$ cat src/rtl/mem_stage_if.sv
// Handshake and data bundle around the MEM pipeline stage: EX input, data SRAM response,
// WB output and the forwarding bus read by ID.
interface mem_stage_if #(
   parameter int unsigned EX_TO_MEM_WIDTH = 76,
   parameter int unsigned MEM_TO_WB_WIDTH = 70
);
   logic                       ex_to_mem_valid;
   logic [EX_TO_MEM_WIDTH-1:0] ex_to_mem_wire;
   logic                       mem_allowin;
   logic                       data_sram_data_ok;
   logic [31:0]                data_sram_rdata;
   logic                       wb_allowin;
   logic                       mem_to_wb_valid;
   logic [MEM_TO_WB_WIDTH-1:0] mem_to_wb_wire;
   logic [38:0]                mem_rf_zip;

   // Surrounding pipeline / environment side.
   modport master (
      output ex_to_mem_valid,
      output ex_to_mem_wire,
      output data_sram_data_ok,
      output data_sram_rdata,
      output wb_allowin,
      input  mem_allowin,
      input  mem_to_wb_valid,
      input  mem_to_wb_wire,
      input  mem_rf_zip
   );

   // MEM stage side.
   modport slave (
      input  ex_to_mem_valid,
      input  ex_to_mem_wire,
      input  data_sram_data_ok,
      input  data_sram_rdata,
      input  wb_allowin,
      output mem_allowin,
      output mem_to_wb_valid,
      output mem_to_wb_wire,
      output mem_rf_zip
   );
endinterface

$ cat src/rtl/mem_stage.sv
// MEM pipeline stage: waits for the load response, extracts/extends load data and hands the
// result to WB. Define MEM_STAGE_FWD_EN to drive the forwarding/blocking bus; otherwise it is 0.
module mem_stage #(
   parameter int unsigned EX_TO_MEM_WIDTH = 76,
   parameter int unsigned MEM_TO_WB_WIDTH = 70
) (
   input logic          clk,
   input logic          reset,
   mem_stage_if.slave   bus
);

   logic                       mem_valid_q, mem_valid_d;
   logic [EX_TO_MEM_WIDTH-1:0] ex_to_mem_reg_q, ex_to_mem_reg_d;
   logic                       ld_done_q, ld_done_d;
   logic [31:0]                rdata_buf_q, rdata_buf_d;

   logic        res_from_mem;
   logic [4:0]  ld_op;
   logic        rf_we;
   logic [4:0]  rf_waddr;
   logic [31:0] alu_result;
   logic [31:0] pc;

   assign res_from_mem = ex_to_mem_reg_q[75];
   assign ld_op        = ex_to_mem_reg_q[74:70];
   assign rf_we        = ex_to_mem_reg_q[69];
   assign rf_waddr     = ex_to_mem_reg_q[68:64];
   assign alu_result   = ex_to_mem_reg_q[63:32];
   assign pc           = ex_to_mem_reg_q[31:0];

   logic mem_ready_go;
   logic mem_allowin;
   logic mem_to_wb_valid;
   logic handoff;
   logic ld_wait;

   always_comb begin
      mem_ready_go    = ~res_from_mem | ld_done_q | bus.data_sram_data_ok;
      mem_allowin     = ~mem_valid_q | (mem_ready_go & bus.wb_allowin);
      mem_to_wb_valid = mem_valid_q & mem_ready_go;
      handoff         = mem_to_wb_valid & bus.wb_allowin;
      ld_wait         = mem_valid_q & res_from_mem & ~ld_done_q;
   end

   always_comb begin
      mem_valid_d     = mem_valid_q;
      ex_to_mem_reg_d = ex_to_mem_reg_q;
      ld_done_d       = ld_done_q;
      rdata_buf_d     = rdata_buf_q;

      if (mem_allowin) begin
         mem_valid_d = bus.ex_to_mem_valid;
      end
      if (bus.ex_to_mem_valid && mem_allowin) begin
         ex_to_mem_reg_d = bus.ex_to_mem_wire;
      end

      // A response that is consumed in the same cycle never needs buffering.
      if (handoff) begin
         ld_done_d = 1'b0;
      end else if (ld_wait && bus.data_sram_data_ok) begin
         ld_done_d   = 1'b1;
         rdata_buf_d = bus.data_sram_rdata;
      end
   end

   always_ff @(posedge clk) begin
      if (reset) begin
         mem_valid_q     <= 1'b0;
         ex_to_mem_reg_q <= '0;
         ld_done_q       <= 1'b0;
         rdata_buf_q     <= '0;
      end else begin
         mem_valid_q     <= mem_valid_d;
         ex_to_mem_reg_q <= ex_to_mem_reg_d;
         ld_done_q       <= ld_done_d;
         rdata_buf_q     <= rdata_buf_d;
      end
   end

   logic [31:0] raw_word;
   logic [1:0]  off;
   logic [7:0]  byte_lane;
   logic [15:0] half_lane;
   logic [31:0] load_data;
   logic [31:0] rf_wdata;

   always_comb begin
      raw_word = ld_done_q ? rdata_buf_q : bus.data_sram_rdata;
      off      = alu_result[1:0];

      unique case (off)
         2'd0: byte_lane = raw_word[7:0];
         2'd1: byte_lane = raw_word[15:8];
         2'd2: byte_lane = raw_word[23:16];
         2'd3: byte_lane = raw_word[31:24];
         default: byte_lane = raw_word[7:0];
      endcase
      half_lane = off[1] ? raw_word[31:16] : raw_word[15:0];

      // ld_op = {ld_b, ld_h, ld_w, ld_bu, ld_hu}
      load_data = raw_word;
      if (ld_op[4]) begin
         load_data = {{24{byte_lane[7]}}, byte_lane};
      end else if (ld_op[3]) begin
         load_data = {{16{half_lane[15]}}, half_lane};
      end else if (ld_op[2]) begin
         load_data = raw_word;
      end else if (ld_op[1]) begin
         load_data = {24'b0, byte_lane};
      end else if (ld_op[0]) begin
         load_data = {16'b0, half_lane};
      end

      rf_wdata = res_from_mem ? load_data : alu_result;
   end

   logic [MEM_TO_WB_WIDTH-1:0] wb_payload;

   assign wb_payload          = {rf_we, rf_waddr, rf_wdata, pc};
   assign bus.mem_allowin     = mem_allowin;
   assign bus.mem_to_wb_valid = mem_to_wb_valid;
   assign bus.mem_to_wb_wire  = wb_payload;

`ifdef MEM_STAGE_FWD_EN
   logic mem_blocking;

   assign mem_blocking = mem_valid_q & res_from_mem & ~mem_ready_go;
   // Whole bus is qualified so an empty stage never advertises a stale destination.
   assign bus.mem_rf_zip = mem_valid_q ? {mem_blocking, rf_we, rf_waddr, rf_wdata} : 39'b0;
`else
   assign bus.mem_rf_zip = 39'b0;
`endif

endmodule

$ cat src/flat_wrapper.sv
// flat-port wrapper written by rule: the top's interface ports become plain ports
module mem_stage_flat 
#(
   parameter int unsigned EX_TO_MEM_WIDTH = 76,
   parameter int unsigned MEM_TO_WB_WIDTH = 70
)
  (clk, reset, bus_ex_to_mem_valid, bus_ex_to_mem_wire, bus_data_sram_data_ok, bus_data_sram_rdata, bus_wb_allowin, bus_mem_allowin, bus_mem_to_wb_valid, bus_mem_to_wb_wire, bus_mem_rf_zip);
  mem_stage_if #(.EX_TO_MEM_WIDTH(EX_TO_MEM_WIDTH), .MEM_TO_WB_WIDTH(MEM_TO_WB_WIDTH)) bus_i ();
  input logic clk;
  input logic reset;
  input wire logic [$bits(bus_i.ex_to_mem_valid)-1:0] bus_ex_to_mem_valid;
  input wire logic [$bits(bus_i.ex_to_mem_wire)-1:0] bus_ex_to_mem_wire;
  input wire logic [$bits(bus_i.data_sram_data_ok)-1:0] bus_data_sram_data_ok;
  input wire logic [$bits(bus_i.data_sram_rdata)-1:0] bus_data_sram_rdata;
  input wire logic [$bits(bus_i.wb_allowin)-1:0] bus_wb_allowin;
  output wire logic [$bits(bus_i.mem_allowin)-1:0] bus_mem_allowin;
  output wire logic [$bits(bus_i.mem_to_wb_valid)-1:0] bus_mem_to_wb_valid;
  output wire logic [$bits(bus_i.mem_to_wb_wire)-1:0] bus_mem_to_wb_wire;
  output wire logic [$bits(bus_i.mem_rf_zip)-1:0] bus_mem_rf_zip;
  assign bus_i.ex_to_mem_valid = bus_ex_to_mem_valid;
  assign bus_i.ex_to_mem_wire = bus_ex_to_mem_wire;
  assign bus_i.data_sram_data_ok = bus_data_sram_data_ok;
  assign bus_i.data_sram_rdata = bus_data_sram_rdata;
  assign bus_i.wb_allowin = bus_wb_allowin;
  assign bus_mem_allowin = bus_i.mem_allowin;
  assign bus_mem_to_wb_valid = bus_i.mem_to_wb_valid;
  assign bus_mem_to_wb_wire = bus_i.mem_to_wb_wire;
  assign bus_mem_rf_zip = bus_i.mem_rf_zip;
  mem_stage #(.EX_TO_MEM_WIDTH(EX_TO_MEM_WIDTH), .MEM_TO_WB_WIDTH(MEM_TO_WB_WIDTH)) u_core (.clk(clk), .reset(reset), .bus(bus_i));
endmodule
$ cat config.mk
export PLATFORM = sky130hd
export DESIGN_NAME = mem_stage_flat
export DESIGN_NICKNAME = d
export VERILOG_FILES = /design/src/rtl/mem_stage_if.sv /design/src/rtl/mem_stage.sv /design/src/flat_wrapper.sv
export SDC_FILE = /design/constraint.sdc
export NUM_CORES = 1
export LEC_CHECK = 0
export BUFFER_PORTS_ARGS = -buffer_cell sky130_fd_sc_hd__buf_2
export CORE_MARGIN = 10
export CORE_UTILIZATION = 54
export CTS_CLUSTER_DIAMETER = 150
export DETAILED_ROUTE_END_ITERATION = 8
export GPL_TIMING_DRIVEN = 0
export PLACE_DENSITY = 0.91
export SYNTH_ARGS = -nofsm -noshare
export SYNTH_HDL_FRONTEND = slang
export SYNTH_SLANG_ARGS = --single-unit
$ cat constraint.sdc
create_clock -name clk -period 6.5 [get_ports clk]
set_clock_uncertainty 0.15 [all_clocks]
set_input_delay 1.3 -clock clk [delete_from_list [all_inputs] [get_ports clk]]
set_output_delay 1.3 -clock clk [all_outputs]
set_load 0.01 [all_outputs]
==> summary.txt <==
Global routing
  • Initial antenna violation count: 3
  • Vias in the first global route: about 6,100
  • First-pass GRT wire length: slightly above 30,000 um
  • All-layer global routing usage: a little under a quarter
  • Total grt overflow: 0
  • Largest net degree at the start of global routing: 20

Clocking
  • CTS Hold Buffers Added: 0
  • CTS H-tree depth: 3
  • Clk root buf: clkbuf_16
  • CTS tree: yes
  • CTS Sinks: 110
  • Setup bufs post-CTS: 0
  • Worst-path clk slew: roughly 0.08 ns
  • Num CTS Buffers: 9
  • Latest clock arrival within the worst-skew pair: about 0.35 ns
  • Max Root-Sink Buffers: 2
  • Post_cts resized: 0

Drt
  • Routed vias: between 6,000 and 7,000
  • First-pass DRT Iterations: 7
  • DRC Markers: 0
  • Mean routed wirelength per cell: between 15 and 20 um
  • Final ANT Viol Nets: 0
  • WL final: around 20,000 um
  • DR vias/cell: around 5.3
  • DRT iter0 DRCs: 589

Synthesis
  • Top FF cell, synth: dfxtp_1
  • Syn_area_per_cell: between 7 and 8 um^2
  • Register bit total from synthesis: 110
  • Sequential area share after synthesis: 35.5%
  • Synth Instances: roughly 800
  • Syn. warnings: 0
  • Async SR Flop Fraction: 0%
  • Synth Cell Area: 6210 um^2
  • Post-synthesis cell type count: 50
  • Count of flip-flops with a built-in enable after synthesis: 0

Pwr
  • Int Power: ~1200 uW
  • Pwr/cell area: about 210 nW/um^2
  • Sw power: approximately 490 uW
  • Sequential share of power: roughly 44%
  • Combinational share of power: 22.6%
  • Switching share of power: about 30%
  • Clk pwr share: roughly 34%
  • LEAKAGE: roughly 0.0035 uW
  • VDD IR max: between 150 and 200 uV

Final layout
  • Final net count: roughly 1,100
  • # fillers: approximately 990
  • Share of cells above drive strength 1: approximately a third
  • Sequential cell area: between 2000 and 2500 um^2
  • Fin area: approximately 7700 um^2
  • Area Growth Syn to Fin: 24.9%
  • Multi-input gate area: roughly 3200 um^2

Die
  • Io pins: around 220
  • Core area: ~11,000 um^2
  • Rows: 39
  • Initial core utilization: between 50% and 60%
  • DIE AREA: ~16,000 um^2
  • Die height: 127 um
  • Die width: ~130 um

Run
  • Max-cap violation count: 0

Placed design
  • Hpwl dp: 16,200 um
  • GP Congestion: between 1 and 1.5
  • PortBufs: 183
  • Cell Area, Placed: 7440 um^2
  • Setup Slack @ Placement: between 2 and 2.5 ns

Critical path
  • Critical Path RT: around 5 ns
  • R2R Path Start: u_core.ex_to_mem_reg_q[75]
  • Critical path class: in2out
  • Worst Setup SP: bus_data_sram_rdata[31]
  • Maximum fanout along the worst path: 10
  • R2R depth: 7
  • Kind of end point of the critical path: output port
  • Worst reg2reg setup slack: 4.41 ns
  • Crit path DAT: between 2 and 3 ns
  • Crit start category: input port

Timing
  • Least-Margin Pin Slew: approximately 0.7 ns
  • Worst setup margin: between 2 and 2.5 ns
  • Setup TNS Final: 0 ns
  • Final setup fails: 0
  • Slew HR: a little over half
  • F_max: 232 MHz
  • Fin. Hold Viols: 0
  • Slew Limit Fails: 0
  • RSZ-0062 raised after global routing: no
  • WHS: about 0.30 ns
  • Final Critical Period: around 4.3 ns
  • Crit share post-route: between 60% and 70%

Min path
  • Hold Path Class: reg2reg
  • Hold path cells: 2
  • Hold Path Origin: u_core.rdata_buf_q[17]

Status
  • Status: finished, final reports clean
cells by family (layout without fill, tap and decap cells):
| logic type | Yosys count | in the layout | share of synthesized area, % |
|---|---|---|---|
| AOI/OAI and AO/OA | 196 | 196 | 19.3 |
| buffers and inverters | 144 | 343 | 15.5 |
| DFF | 110 | 110 | 35.5 |
| muxes | 46 | 46 | 10.2 |
| other | 1 | 42 | 0.0604 |
| and+or+nand+nor | 300 | 300 | 19.4 |
synthesized netlist by cell type (all sizes together) (2+ instances only):
library cell / instances / area share (%)
nand2: 238 / 15
a21oi: 128 / 11
buf: 110 / 13
dfxtp: 110 / 35
nor2: 33 / 2.0
clkbuf: 28 / 1.7
mux2: 20 / 3.8
o22a: 17 / 2.4
o21ai: 16 / 1.4
mux2i: 15 / 2.4
mux4: 11 / 4.0
nand3: 8 / 0.65
o21a: 7 / 0.85
inv: 5 / 0.30
o211ai: 5 / 0.60
o221ai: 5 / 0.71
and2: 4 / 0.44
nand2b: 4 / 0.40
nor2b: 4 / 0.40
nor3: 4 / 0.40
o41ai: 3 / 0.42
a2111oi: 2 / 0.28
a211oi: 2 / 0.24
a21boi: 2 / 0.24
o21bai: 2 / 0.24
o31a: 2 / 0.28
or3: 2 / 0.20
worst max-delay path, stage by stage:
cell	delay [ns]
buf_2	0.11
mux4_2	0.51
and2_4	0.19
buf_6	0.13
buf_12	0.14
a21oi_2	0.12
nor2_1	0.06
o22a_1	0.16
buf_2	0.14
through the flow:
step / utilization, % / total power [uW] / instances
floorplan: - / 972 / 835
global placement: 65.7 / 1100 / 1161
detailed placement: 65.7 / 1100 / 1161
CTS: 68.4 / 1650 / 1177
global route: 68.5 / 1720 / 1180
finish: 68.5 / 1650 / 1180
sequential cells by signal (all words and copies together), names as in the netlist:
register,flops
u_core.ex_to_mem_reg_q,76
u_core.rdata_buf_q,32
u_core.ld_done_q,1
u_core.mem_valid_q,1
metal layers:
metal  GRT usage, %  share of wire, %  vias up
li1               -                 -     3032
met1           26.3                36     2787
met2           39.4                47      335
met3           10.6                14       57
met4           9.78               3.3        0
met5              0                 0        -
final timing paths:
check / endpoint
min reg2reg: u_core.rdata_buf_q[17]
max: bus_mem_to_wb_wire[52]
min: u_core.rdata_buf_q[17]
max reg2reg: u_core.ex_to_mem_reg_q[62]
power groups by stage:
stage / Clock (uW) / Combinational, uW / Sequential, uW
after CTS: 562 / 368 / 720
after floorplan: 0 / 242 / 730
after detailed placement: 0 / 367 / 736
after global routing: 586 / 407 / 724
final: 556 / 372 / 721
after global placement: 0 / 361 / 735
layout by cell type (no fill, tap or decap), drive strengths merged, types with 9 or more instances in the layout:
cell	count
a21oi	128
buf	293
clkbuf	39
conb	39
dfxtp	110
inv	9
mux2	20
mux2i	15
mux4	11
nand2	238
nor2	33
o21ai	16
o22a	17
final cells by class:
cell class,instances,share of cell area [%]
Sequential cell,110,28.4
Antenna cell,3,0.0969
Clock buffer,11,3.26
Buffer,138,12.2
Timing Repair Buffer,183,11.8
Tap cell,143,2.31
Clock inverter,5,0.597
Multi-Input combinational cell,581,41.1
Inverter,6,0.291
(Power assumes the default switching activity.)
